**src/rtl/prop_plug_pkg.sv**
```systemverilog
// Shared types and constants for the Prop Plug host emulator.
package prop_plug_pkg;

  typedef enum logic [1:0] {
    IDLE,
    DTR_LOW,
    BOOT_WAIT,
    STREAM
  } state_t;

  localparam int UART_FRAME_BITS = 10;
  localparam int UART_DATA_BITS  = 8;

  function automatic int clog2(input int v);
    int r;
    r = 0;
    while ((1 << r) < v) r = r + 1;
    return r;
  endfunction

endpackage

```
**src/rtl/prop_plug_host_if.sv**
```systemverilog
// Byte-stream and session-control bundle between a boot loader and the Prop Plug host.
interface prop_plug_host_if;
  import prop_plug_pkg::*;

  logic                      start;
  logic [UART_DATA_BITS-1:0] tx_data;
  logic                      tx_valid;
  logic                      tx_ready;
  logic                      dtr_out;
  logic                      txd;
  logic                      streaming;
  logic                      busy;

  modport master (
    output start, tx_data, tx_valid,
    input  tx_ready, dtr_out, txd, streaming, busy
  );

  modport slave (
    input  start, tx_data, tx_valid,
    output tx_ready, dtr_out, txd, streaming, busy
  );

endinterface

```
**src/rtl/prop_plug_host_uart_tx_8n1.sv**
```systemverilog
// 8N1 serialiser: start bit, eight data bits LSB first, stop bit, BIT_DIV clocks per bit.
module uart_tx_8n1
  import prop_plug_pkg::*;
#(
  parameter int BIT_DIV = 1389
) (
  input  logic                      clk,
  input  logic                      res,
  input  logic [UART_DATA_BITS-1:0] data,
  input  logic                      valid,
  output logic                      ready,
  output logic                      txd,
  output logic                      busy
);

  localparam int DIV_W  = clog2(BIT_DIV);
  localparam int BITS_W = clog2(UART_FRAME_BITS);

  logic [DIV_W-1:0]           div_cnt;
  logic [BITS_W-1:0]          bit_cnt;
  logic                       active;
  logic [UART_FRAME_BITS-1:0] shreg;
  logic                       bit_end;
  logic                       frame_end;

  assign bit_end   = (div_cnt == DIV_W'(BIT_DIV - 1));
  assign frame_end = active && bit_end && (bit_cnt == BITS_W'(UART_FRAME_BITS - 1));

  always_ff @(posedge clk) begin
    if (res) begin
      active  <= 1'b0;
      div_cnt <= '0;
      bit_cnt <= '0;
    end else if (!active) begin
      if (valid) begin
        active  <= 1'b1;
        div_cnt <= '0;
        bit_cnt <= '0;
      end
    end else if (bit_end) begin
      div_cnt <= '0;
      if (frame_end) begin
        active  <= 1'b0;
        bit_cnt <= '0;
      end else begin
        bit_cnt <= bit_cnt + 1'b1;
      end
    end else begin
      div_cnt <= div_cnt + 1'b1;
    end
  end

  // Shift register carries the whole frame; bit 0 is always the bit on the line.
  always_ff @(posedge clk) begin
    if (!active && valid) begin
      shreg <= {1'b1, data, 1'b0};
    end else if (active && bit_end) begin
      shreg <= {1'b1, shreg[UART_FRAME_BITS-1:1]};
    end
  end

  // ready means "idle on the next cycle", so the last stop-bit cycle counts.
  assign ready = !active || frame_end;
  assign busy  = active;
  assign txd   = active ? shreg[0] : 1'b1;

endmodule

```
**src/rtl/prop_plug_host.sv**
```systemverilog
// Prop Plug host: drives DTR to reset the core, waits for boot, then streams bytes as 8N1.
module prop_plug_host
  import prop_plug_pkg::*;
#(
  parameter int BIT_DIV          = 1389,
  parameter int DTR_LOW_CYCLES   = 16000,
  parameter int BOOT_WAIT_CYCLES = 16000000
) (
  input  logic             clk,
  input  logic             res,
  prop_plug_host_if.slave  bus
);

  localparam int WAIT_MAX = (DTR_LOW_CYCLES > BOOT_WAIT_CYCLES) ? DTR_LOW_CYCLES : BOOT_WAIT_CYCLES;
  localparam int WAIT_W   = (clog2(WAIT_MAX) > 0) ? clog2(WAIT_MAX) : 1;

  state_t            state, state_nxt;
  logic [WAIT_W-1:0] cnt, cnt_nxt;
  logic              pending, pending_nxt;
  logic              uart_ready;
  logic              uart_busy;
  logic              uart_valid;
  logic              tx_ready;

  always_ff @(posedge clk) begin
    if (res) begin
      state   <= IDLE;
      cnt     <= '0;
      pending <= 1'b0;
    end else begin
      state   <= state_nxt;
      cnt     <= cnt_nxt;
      pending <= pending_nxt;
    end
  end

  always_comb begin
    state_nxt   = state;
    cnt_nxt     = cnt;
    pending_nxt = pending;
    case (state)
      IDLE: begin
        if (bus.start) begin
          state_nxt = DTR_LOW;
          cnt_nxt   = '0;
        end
      end
      DTR_LOW: begin
        if (bus.start) begin
          cnt_nxt = '0;
        end else if (cnt == WAIT_W'(DTR_LOW_CYCLES - 1)) begin
          state_nxt = BOOT_WAIT;
          cnt_nxt   = '0;
        end else begin
          cnt_nxt = cnt + 1'b1;
        end
      end
      BOOT_WAIT: begin
        if (bus.start) begin
          state_nxt = DTR_LOW;
          cnt_nxt   = '0;
        end else if (cnt == WAIT_W'(BOOT_WAIT_CYCLES - 1)) begin
          state_nxt = STREAM;
          cnt_nxt   = '0;
        end else begin
          cnt_nxt = cnt + 1'b1;
        end
      end
      STREAM: begin
        // A restart waits for the frame on the wire to finish its stop bit.
        if ((bus.start || pending) && uart_ready) begin
          state_nxt   = DTR_LOW;
          cnt_nxt     = '0;
          pending_nxt = 1'b0;
        end else if (bus.start) begin
          pending_nxt = 1'b1;
        end
      end
      default: begin
        state_nxt = IDLE;
        cnt_nxt   = '0;
      end
    endcase
  end

  assign tx_ready   = (state == STREAM) && !bus.start && !pending && !uart_busy;
  assign uart_valid = bus.tx_valid && tx_ready;

  uart_tx_8n1 #(
    .BIT_DIV (BIT_DIV)
  ) u_uart (
    .clk   (clk),
    .res   (res),
    .data  (bus.tx_data),
    .valid (uart_valid),
    .ready (uart_ready),
    .txd   (bus.txd),
    .busy  (uart_busy)
  );

  assign bus.tx_ready  = tx_ready;
  assign bus.dtr_out   = (state == BOOT_WAIT) || (state == STREAM);
  assign bus.streaming = (state == STREAM);
  assign bus.busy      = uart_busy;

endmodule

```
**src/flat_wrapper.sv**
```systemverilog
// flat-port wrapper written by rule: the top's interface ports become plain ports
module prop_plug_host_flat import prop_plug_pkg::*;
#(
  parameter int BIT_DIV          = 1389,
  parameter int DTR_LOW_CYCLES   = 16000,
  parameter int BOOT_WAIT_CYCLES = 16000000
)
  (clk, res, bus_start, bus_tx_data, bus_tx_valid, bus_tx_ready, bus_dtr_out, bus_txd, bus_streaming, bus_busy);
  prop_plug_host_if bus_i ();
  input  logic clk;
  input  logic res;
  input wire logic [$bits(bus_i.start)-1:0] bus_start;
  input wire logic [$bits(bus_i.tx_data)-1:0] bus_tx_data;
  input wire logic [$bits(bus_i.tx_valid)-1:0] bus_tx_valid;
  output wire logic [$bits(bus_i.tx_ready)-1:0] bus_tx_ready;
  output wire logic [$bits(bus_i.dtr_out)-1:0] bus_dtr_out;
  output wire logic [$bits(bus_i.txd)-1:0] bus_txd;
  output wire logic [$bits(bus_i.streaming)-1:0] bus_streaming;
  output wire logic [$bits(bus_i.busy)-1:0] bus_busy;
  assign bus_i.start = bus_start;
  assign bus_i.tx_data = bus_tx_data;
  assign bus_i.tx_valid = bus_tx_valid;
  assign bus_tx_ready = bus_i.tx_ready;
  assign bus_dtr_out = bus_i.dtr_out;
  assign bus_txd = bus_i.txd;
  assign bus_streaming = bus_i.streaming;
  assign bus_busy = bus_i.busy;
  prop_plug_host #(.BIT_DIV(BIT_DIV), .DTR_LOW_CYCLES(DTR_LOW_CYCLES), .BOOT_WAIT_CYCLES(BOOT_WAIT_CYCLES)) u_core (.clk(clk), .res(res), .bus(bus_i));
endmodule
```
**config.mk**
```make
export PLATFORM = sky130hd
export DESIGN_NAME = prop_plug_host_flat
export DESIGN_NICKNAME = d
export VERILOG_FILES = /design/src/rtl/prop_plug_pkg.sv /design/src/rtl/prop_plug_host_if.sv /design/src/rtl/prop_plug_host_uart_tx_8n1.sv /design/src/rtl/prop_plug_host.sv /design/src/flat_wrapper.sv
export SDC_FILE = /design/constraint.sdc
export NUM_CORES = 1
export LEC_CHECK = 0
export ABC_CLOCK_PERIOD_IN_PS = 2400
export BUFFER_PORTS_ARGS = -buffer_cell sky130_fd_sc_hd__buf_2
export CORE_AREA = 2 2 85 87
export DETAILED_ROUTE_END_ITERATION = 8
export DIE_AREA = 0 0 87 89
export REMOVE_ABC_BUFFERS = 1
export SLEW_MARGIN = 20
export SYNTH_ARGS = -nofsm -noshare
export SYNTH_HDL_FRONTEND = slang
export SYNTH_SLANG_ARGS = --single-unit
```
**constraint.sdc**
```tcl
create_clock -name clk -period 2.4 [get_ports clk]
set_input_delay 0.72 -clock clk [delete_from_list [all_inputs] [get_ports clk]]
set_output_delay 0.72 -clock clk [all_outputs]
set_load 0.01 [all_outputs]
```
==> results of run 1 <==
==> cell families after synthesis <==
logic type                 count (synthesis)  synth area share (%)
and+or+nand+nor                          144                 27.81
AOI/OAI and AO/OA                         52                 14.19
DFF                                       52                 41.95
xor gates and xnor gates                  24                 7.865
buffers and inverters                     21                 3.090
adders and majority gates                 10                 4.682
muxes                                      1                0.4213
==> cells in the final DEF (no fill, tap or decap), types with 2 or more instances in the layout <==
cell type	Yosys	final
sky130_fd_sc_hd__clkbuf_8	0	5
sky130_fd_sc_hd__o21ai_0	2	2
sky130_fd_sc_hd__buf_4	0	9
sky130_fd_sc_hd__buf_2	3	16
sky130_fd_sc_hd__a21oi_1	12	12
sky130_fd_sc_hd__inv_1	11	11
sky130_fd_sc_hd__nand2_1	32	32
sky130_fd_sc_hd__and2_1	4	4
sky130_fd_sc_hd__nand3_1	10	10
sky130_fd_sc_hd__a211oi_1	3	3
sky130_fd_sc_hd__a22o_1	7	7
sky130_fd_sc_hd__nand4_1	11	11
sky130_fd_sc_hd__nor3_1	8	8
sky130_fd_sc_hd__ha_1	10	9
sky130_fd_sc_hd__nand3b_1	4	4
sky130_fd_sc_hd__xnor2_1	12	12
sky130_fd_sc_hd__edfxtp_1	8	8
sky130_fd_sc_hd__o31ai_1	2	2
sky130_fd_sc_hd__nor3_2	2	2
sky130_fd_sc_hd__and3_1	4	4
sky130_fd_sc_hd__o21ai_2	2	2
sky130_fd_sc_hd__dfxtp_1	44	44
sky130_fd_sc_hd__xor2_1	12	12
sky130_fd_sc_hd__o21ai_1	8	8
sky130_fd_sc_hd__nor4_1	4	4
sky130_fd_sc_hd__or3_1	4	4
sky130_fd_sc_hd__nor4b_2	1	2
sky130_fd_sc_hd__nor2_1	45	45
sky130_fd_sc_hd__nor2b_1	3	3
sky130_fd_sc_hd__a21o_1	4	4
==> state kept, by name, indices dropped and copies added (netlist names) <==
name and count:
u_core.u_uart.busy 1, u_core.state 2, u_core.cnt 24, u_core.u_uart.div_cnt 11, u_core.pending 1, u_core.u_uart.bit_cnt 4, u_core.u_uart.shreg 9
==> critical path: cells and delay by family (launching register included) <==
| kind | cells | cell delay, ns |
|---|---|---|
| flops | 1 | 0.44 |
| fa+ha+maj | 1 | 0.28 |
| simple gates | 1 | 0.25 |
| buf+inv | 2 | 0.29 |
==> Yosys cell counts, types with 2 or more instances <==
cell	count	area share, %
sky130_fd_sc_hd__o21ai_0	2	0.37
sky130_fd_sc_hd__nor3_1	8	1.5
sky130_fd_sc_hd__nand3b_1	4	1.1
sky130_fd_sc_hd__nor2b_1	3	0.70
sky130_fd_sc_hd__o31ai_1	2	0.56
sky130_fd_sc_hd__xor2_1	12	3.9
sky130_fd_sc_hd__o21ai_1	8	1.5
sky130_fd_sc_hd__nor4_1	4	0.94
sky130_fd_sc_hd__and2_1	4	0.94
sky130_fd_sc_hd__xnor2_1	12	3.9
sky130_fd_sc_hd__clkbuf_1	6	0.84
sky130_fd_sc_hd__o21ai_2	2	0.66
sky130_fd_sc_hd__nand4_1	11	2.6
sky130_fd_sc_hd__inv_1	11	1.5
sky130_fd_sc_hd__a21o_1	4	1.1
sky130_fd_sc_hd__ha_1	10	4.7
sky130_fd_sc_hd__a22o_1	7	2.3
sky130_fd_sc_hd__nand2_1	32	4.5
sky130_fd_sc_hd__edfxtp_1	8	9.0
sky130_fd_sc_hd__buf_2	3	0.56
sky130_fd_sc_hd__nand3_1	10	1.9
sky130_fd_sc_hd__nor4b_1	2	0.66
sky130_fd_sc_hd__a211oi_1	3	0.84
sky130_fd_sc_hd__dfxtp_1	44	33
sky130_fd_sc_hd__nor3_2	2	0.75
sky130_fd_sc_hd__nor2_1	45	6.3
sky130_fd_sc_hd__a21oi_1	12	2.2
sky130_fd_sc_hd__or3_1	4	0.94
sky130_fd_sc_hd__and3_1	4	0.94
==> cell type report <==
| cell class | count | area [sq um] |
|---|---|---|
| Tap cell | 80 | 100.1 |
| Fill cell | 676 | 3724 |
| Sequential cell | 52 | 1121 |
| Inverter | 12 | 45.04 |
| Multi-Input combinational cell | 231 | 1478 |
| Timing Repair Buffer | 26 | 167.7 |
| Clock inverter | 2 | 11.26 |
| Clock buffer | 6 | 72.57 |
==> stage by stage <==
stage                     std cells  setup WS [ns]  utilization [%]  cell area (sq um)  power [W]
after floorplan                 295         0.1488                -               2635   0.001039
after global placement          401        0.08247            43.20               2903   0.001109
after detailed placement        401        0.02633            43.20               2903   0.001112
after CTS                       409        0.04913            44.54               2993   0.001598
after global routing            409        0.01796            44.58               2995   0.001665
final                           409         0.1226            44.58               2995   0.001578
==> worst paths after layout <==
check	to	slack, ns	depth (start not counted)
setup reg to reg	u_core.state[1]	0.20	6
hold / removal	u_core.u_uart.shreg[0]	0.45	2
hold reg to reg	u_core.u_uart.shreg[0]	0.45	2
setup / recovery	bus_tx_ready	0.12	4
==> power breakdown <==
part | switching, W | internal, W | total, W
clock | 0.000285 | 0.000203 | 0.000488
combinational | 0.000104 | 0.0000744 | 0.000178
sequential | 0.0000157 | 0.000896 | 0.000912
==> routing by layer <==
metal  track usage, %  wire [um]  up-vias
met4            4.261         54        0
met2            25.05       2396       25
li1                 -          -     1119
met3            2.862        144        7
met1            20.51       2757     1010
met5                0          0        -
==> flow_results.org, run 1 <==
** Routing
- After the first detailed-routing iteration, the DRC count stood at 59.
- After detailed routing, the average wire length per cell comes to 13.09 um.
- After detailed routing, the number of vias per cell comes to 5.284.
- The first detailed-routing pass ran for 4 iterations.
- After detailed routing, the total wire length is 5352 um.
- Via count of the routed design :: 2161
- Antenna viol nets, final :: 0
- Remaining design rule violation count :: 0

** Placed design
- GPL Wtd Cong :: 0.7889
- Port buffering added 16 buffers.
- Post-detailed-placement half-perimeter wirelength :: 3871 um

** CTS
- In this run the deepest clock path goes through 2 buffers.
- Inserted Clock Buffers :: 5
- Setup bufs post-CTS :: 0
- CTS H-Tree Depth :: 2
- Clock-pin slew was measured on the worst setup and hold paths at 0.10 ns.
- CTS placed an instance of sky130_fd_sc_hd__clkbuf_8 at the clock tree root.
- Cts hold-fix bufs :: 0
- Clk sinks :: 52
- For the worst-skew pair, the clock arrives at the later sink with an insertion delay of 0.31 ns.
- TritonCTS built the clock tree.
- The number of gates resized after CTS was 1.

** Timing
- Setup clock skew after layout :: 0.009655 ns
- For the pin with the worst max-slew slack, the measured transition is 0.5520 ns.
- Setup violations remaining at the end of the flow were counted as 0.
- Final-report max-slew violation count :: 0
- Hold_ws :: 0.4513 ns
- Counting I/O delays and the setup requirement, the final critical path takes 2.277 ns.
- The worst pin sits at a relative slew slack of 63.20%.
- Setup repair after global routing missed its margin :: no
- Dividing the final minimum period by the clock period gives 94.89%.
- Final-report hold violation count :: 0
- Setup total negative slack on the finished layout was measured at 0 ns.
- Highest clock frequency the design can meet :: 0.4391 GHz

** Hold path
- In this run the worst hold path is classified as reg2reg.
- The worst hold path begins at u_core.u_uart.shreg[1].

** Worst setup path
- Walking the worst path, the cells encountered are ha_2 > nor4b_2 > buf_4 > buf_2.
- Endpoint arrival time on the critical path :: 1.56 ns
- The critical path is of the reg2out type.
- At the worst endpoint, the required time is 1.68 ns.
- Source of the worst register-to-register timing path :: u_core.cnt[18]
- Stage delay of the slowest cell on the critical path :: 0.44 ns
- Maximum fanout count along the critical path :: 7
- CP startpoint kind :: register
- The most critical setup path has its startpoint at u_core.state[0].
- Slowest cell on the critical path :: sky130_fd_sc_hd__dfxtp_1
- STA classifies the critical path endpoint as an output port.

** Global routing
- Vias in the first global route :: 2084
- Initial antenna violation count :: 0
- Maximum number of pins on one net before global-route repair :: 22
- Global routing used 15.22% of the available tracks across all layers.
- The first global-routing pass estimated 9522 um of wire.
- Global routing finished with a remaining overflow of 0.

** Floorplanning
- The region available for standard cell placement spans 6719 sq um.
- Die Y-Extent :: 89 um
- For this configuration, the core starts out at a cell density of 39.78%.
- The floorplan step defined a die boundary enclosing 7743 sq um.
- The floorplan has 30 rows.
- 17 I/O pins were placed.
- From left edge to right edge, the die measures 87 um.

** Logic synthesis
- Part of the Yosys area used for sequential elements :: 41.95%
- In this run the cell area of the synthesized design comes to 2673 sq um.
- Number of distinct library cells after synthesis :: 54
- The synthesized design contains 52 register bits.
- Async set-or-reset flop fraction in the synthesized netlist :: 0%
- In this run, synthesis inferred 8 flip-flops with an integrated enable.
- Average instance area after synthesis :: 8.791 sq um
- Among all flip-flop cells after synthesis, the most frequent one is sky130_fd_sc_hd__dfxtp_1.
- Synthesis produced 304 cells.
- Synth warn :: 0

** Final layout
- Of the cells placed in the final design, the portion with a size suffix greater than 1 is 14.59%.
- Compared with the post-synthesis result, the final layout area differs by 12.08%.
- After the last flow step, the layout net total stands at 350.
- Final antenna diode count :: 0

** Run status
- The flow ran to the end, and the final reports show no timing, DRC or antenna violations.

** Power and ir drop
- Max rail drop VDD :: 252.3 uV
- In this run the power density over the cells is 526.9 nW/um^2.
- In this run the static leakage power is 1.026 nW.

** Job
- Across the run, the number of max-cap violations was 0.
Note: power is estimated with default switching activity, not from simulation.
==> inputs of run 2 (changes only) <==
CORE_AREA = 2 2 87 89   (was 2 2 85 87)
DIE_AREA = 0 0 89 91   (was 0 0 87 89)
SKIP_CTS_REPAIR_TIMING = 1   (was unset)
==> flow_results.org, run 2 (synthesis gave the netlist of run 1 again) <==
** Floorplanning
- Die Y-Extent :: 91 um (was 89 um)
- Die Span X :: 89 um (was 87 um)
- Placeable core region :: 7137 sq um (was 6719 sq um)
- Number of top-level pins :: 17 (unchanged)
- Die ar. :: 8099 sq um (was 7743 sq um)
- The number of rows in the core area was 31 (was 30).
- The starting utilization of the core area came to 37.45% (was 39.78%).

** Worst setup path
- Reg-to-reg setup timing slack :: 0.24 ns (was 0.20 ns)
- Type of element capturing the critical path :: output port (unchanged)
- CP Cell Sequence: ha_2 > nor4b_2 > buf_4 > buf_2 (unchanged).
- The startpoint of the most critical register-to-register path was u_core.cnt[22] (was u_core.cnt[18]).
- Data required time of the worst path :: 1.68 ns (about the same)
- Stage delay of the slowest cell on the critical path :: 0.43 ns (was 0.44 ns)
- The slowest cell on the critical path is sky130_fd_sc_hd__dfxtp_1 (unchanged).
- Classification of the worst setup path :: reg2out (unchanged)
- The worst reg2reg path depth is 6 (unchanged).
- CP startpoint kind :: register (unchanged)
- Number of buffers and inverters on the critical path :: 2 (unchanged)
- The capturing point of the worst reg2reg path is u_core.state[1] (unchanged).
- The top fanout value on the critical path came to 7 (unchanged).
- The worst endpoint data arrival time was 1.55 ns (was 1.56 ns).
- The cell class contributing the biggest share of worst-path delay is flip-flops (unchanged).

** Timing
- Headroom to the max-slew limit :: 63.57% (was 63.20%)
- Period minus WS final :: 2.269 ns (was 2.277 ns)
- The fmax was 0.4407 GHz (was 0.4391 GHz).
- The total count of max-transition violations in the final report is 0 (unchanged).
- Final period utilization :: 94.55% (was 94.89%)
- Setup clock skew after layout :: 0.004852 ns (was 0.009655 ns)
- The slew at the pin with the worst max-slew slack was 0.5464 ns (was 0.5520 ns).
- The final hold violation count was 0 (unchanged).
- Setup violation total in the final timing report :: 0 (unchanged)
- Fin Setup TNS :: 0 ns (unchanged)
- Setup repair after global routing missed its margin: no (unchanged).

** Hold path
- End of the worst hold path :: u_core.u_uart.shreg[0] (unchanged)
- Worst Hold Depth :: 2 (unchanged)
- Kind of path behind the tightest hold check :: reg2reg (unchanged)
- The startpoint of the most critical hold path is u_core.u_uart.shreg[1] (unchanged).

** Routing
- Antenna viol nets, final :: 0 (unchanged)
- Average vias per placed instance :: 5.080 (was 5.284)
- DR WL/cell :: 12.51 um (was 13.09 um)
- DRT iter0 DRCs :: 47 (was 59)
- The overall routed net length came to 5343 um (was 5352 um).
- The total via count after detailed routing came to 2169 (was 2161).
- The number of iterations in the first detailed-routing pass came to 4 (unchanged).
- Remaining design rule violation count :: 0 (unchanged)

** CTS
- Inserted Clock Buffers :: 5 (unchanged)
- The clock insertion delay at the later pin of the skew report was 0.31 ns (about the same).
- The root buffer cell was sky130_fd_sc_hd__clkbuf_8 (unchanged).
- Clk sinks :: 52 (unchanged)
- The TritonCTS clock tree was yes (unchanged).
- CTS H-Tree Depth :: 2 (unchanged)
- The clock transition at the registers of the reported paths was 0.09 ns (was 0.10 ns).
- The clock tree buffer depth came to 2 (unchanged).

** Placed design
- The half-perimeter wire length after detailed placement is 3920 um (was 3871 um).
- I/O Buffers :: 16 (unchanged)
- The placer's final routability congestion estimate is 0.7809 (was 0.7889).

** Final layout
- Final core occ :: 42.51% (was 44.58%)
- The flip-flop count of the largest register, all copies and words added came to 24 (unchanged).
- The register ranked first by flip-flop count is u_core.cnt (unchanged).
- Final layout net count :: 349 (was 350)
- The share of post-route cells with drive strength above 1 came to 14.33% (was 14.59%).
- Biggest registers after layout :: u_core.cnt: 24 flops, u_core.u_uart.div_cnt: 11 flops, u_core.u_uart.shreg: 9 flops (unchanged)
- The antenna diode count is 0 (unchanged).
- Leading cell type in the layout, fill and taps excluded :: sky130_fd_sc_hd__nor2_1 (unchanged)
- The area added between synthesis and finish is 13.53% (was 12.08%).
- Commonest cells after routing, fill and taps aside: 45 x sky130_fd_sc_hd__nor2_1, 44 x sky130_fd_sc_hd__dfxtp_1, 32 x sky130_fd_sc_hd__nand2_1 (unchanged).

** Job
- Number of max-cap violations :: 0 (unchanged)

** Global routing
- Tot GR Track Use :: 13.71% (was 15.22%)
- The global-route wire length before repair is 8963 um (was 9522 um).
- The number of global-route vias before repair was 1979 (was 2084).
- Maximum number of pins on one net before global-route repair :: 22 (unchanged)
- The total global routing overflow was 0 (unchanged).
- Initial antenna violation count :: 0 (unchanged)

** Power and ir drop
- Max rail drop VDD :: 288.4 uV (was 252.3 uV)
- PD cells :: 554.3 nW/um^2 (was 526.9 nW/um^2)
- The leakage power figure was 1.036 nW (was 1.026 nW).

** Run status
- Run status: finished, final reports clean (unchanged).
[run 2: cell types whose count changed in the layout (fill, tap and decap cells not counted)]
cell | previous run | this run
sky130_fd_sc_hd__buf_4 | 9 | 8
sky130_fd_sc_hd__bufinv_16 | 0 | 1
sky130_fd_sc_hd__clkbuf_1 | 1 | 0
sky130_fd_sc_hd__clkinv_1 | 1 | 2
sky130_fd_sc_hd__clkinvlp_4 | 1 | 0
[run 2: layout make-up]
cell class              instances  area (sq um)
fillers                       755          4103
multi-input cells             231          1478
flip-flops and latches         52          1121
repair buffers                 25         160.2
well taps                      99         123.9
clock buffers                   5         68.82
inverters                      12         45.04
clock inverters                 3         37.54
[run 2: worst max path at each step]
| stage | startpoint | endpoint | slack, ns | depth (start not counted) |
|---|---|---|---|---|
| after detailed placement | bus_start | u_core.u_uart.div_cnt[9] | 0.06 | 8 |
| after global routing | u_core.state[0] | bus_tx_ready | 0.01 | 4 |
| after CTS | u_core.state[0] | bus_tx_ready | -0.03 | 4 |
| final | u_core.state[0] | bus_tx_ready | 0.13 | 4 |
| after global placement | bus_start | u_core.u_uart.div_cnt[9] | 0.10 | 8 |
| after floorplan | bus_start | u_core.u_uart.bit_cnt[3] | 0.15 | 6 |
[run 2: routing by layer]
layer / share of wire [%] / up-vias / global-route usage (%)
li1: - / 1119 / -
met1: 50 / 1012 / 18.75
met2: 45 / 33 / 21.83
met3: 4.0 / 5 / 3.091
met4: 0.71 / 0 / 3.358
met5: 0 / - / 0
[run 2: per-stage QoR]
stage,power [W],instance area [sq um],std cells,hold slack (ns),setup slack [ns]
after global placement,0.001107,2919,419,0.4417,0.1008
after floorplan,0.001039,2635,295,0.4178,0.1488
after detailed placement,0.001111,2919,419,0.4630,0.05844
final,0.001682,3034,427,0.4754,0.1307
after global routing,0.001752,3034,427,0.5118,0.01247
after CTS,0.001706,3025,427,0.4855,-0.02821
[run 2: tightest hold or removal path: stages (launching register included)]
cell and delay [ns]:
sky130_fd_sc_hd__edfxtp_1 0.33, sky130_fd_sc_hd__nand2_1 0.04, sky130_fd_sc_hd__o21ai_0 0.07
[run 2: power breakdown]
group	switching, W	internal (W)	leakage, nW
combinational	0.000104	0.0000735	0.536
clock	0.000289	0.000304	0.0532
sequential	0.0000148	0.000896	0.447
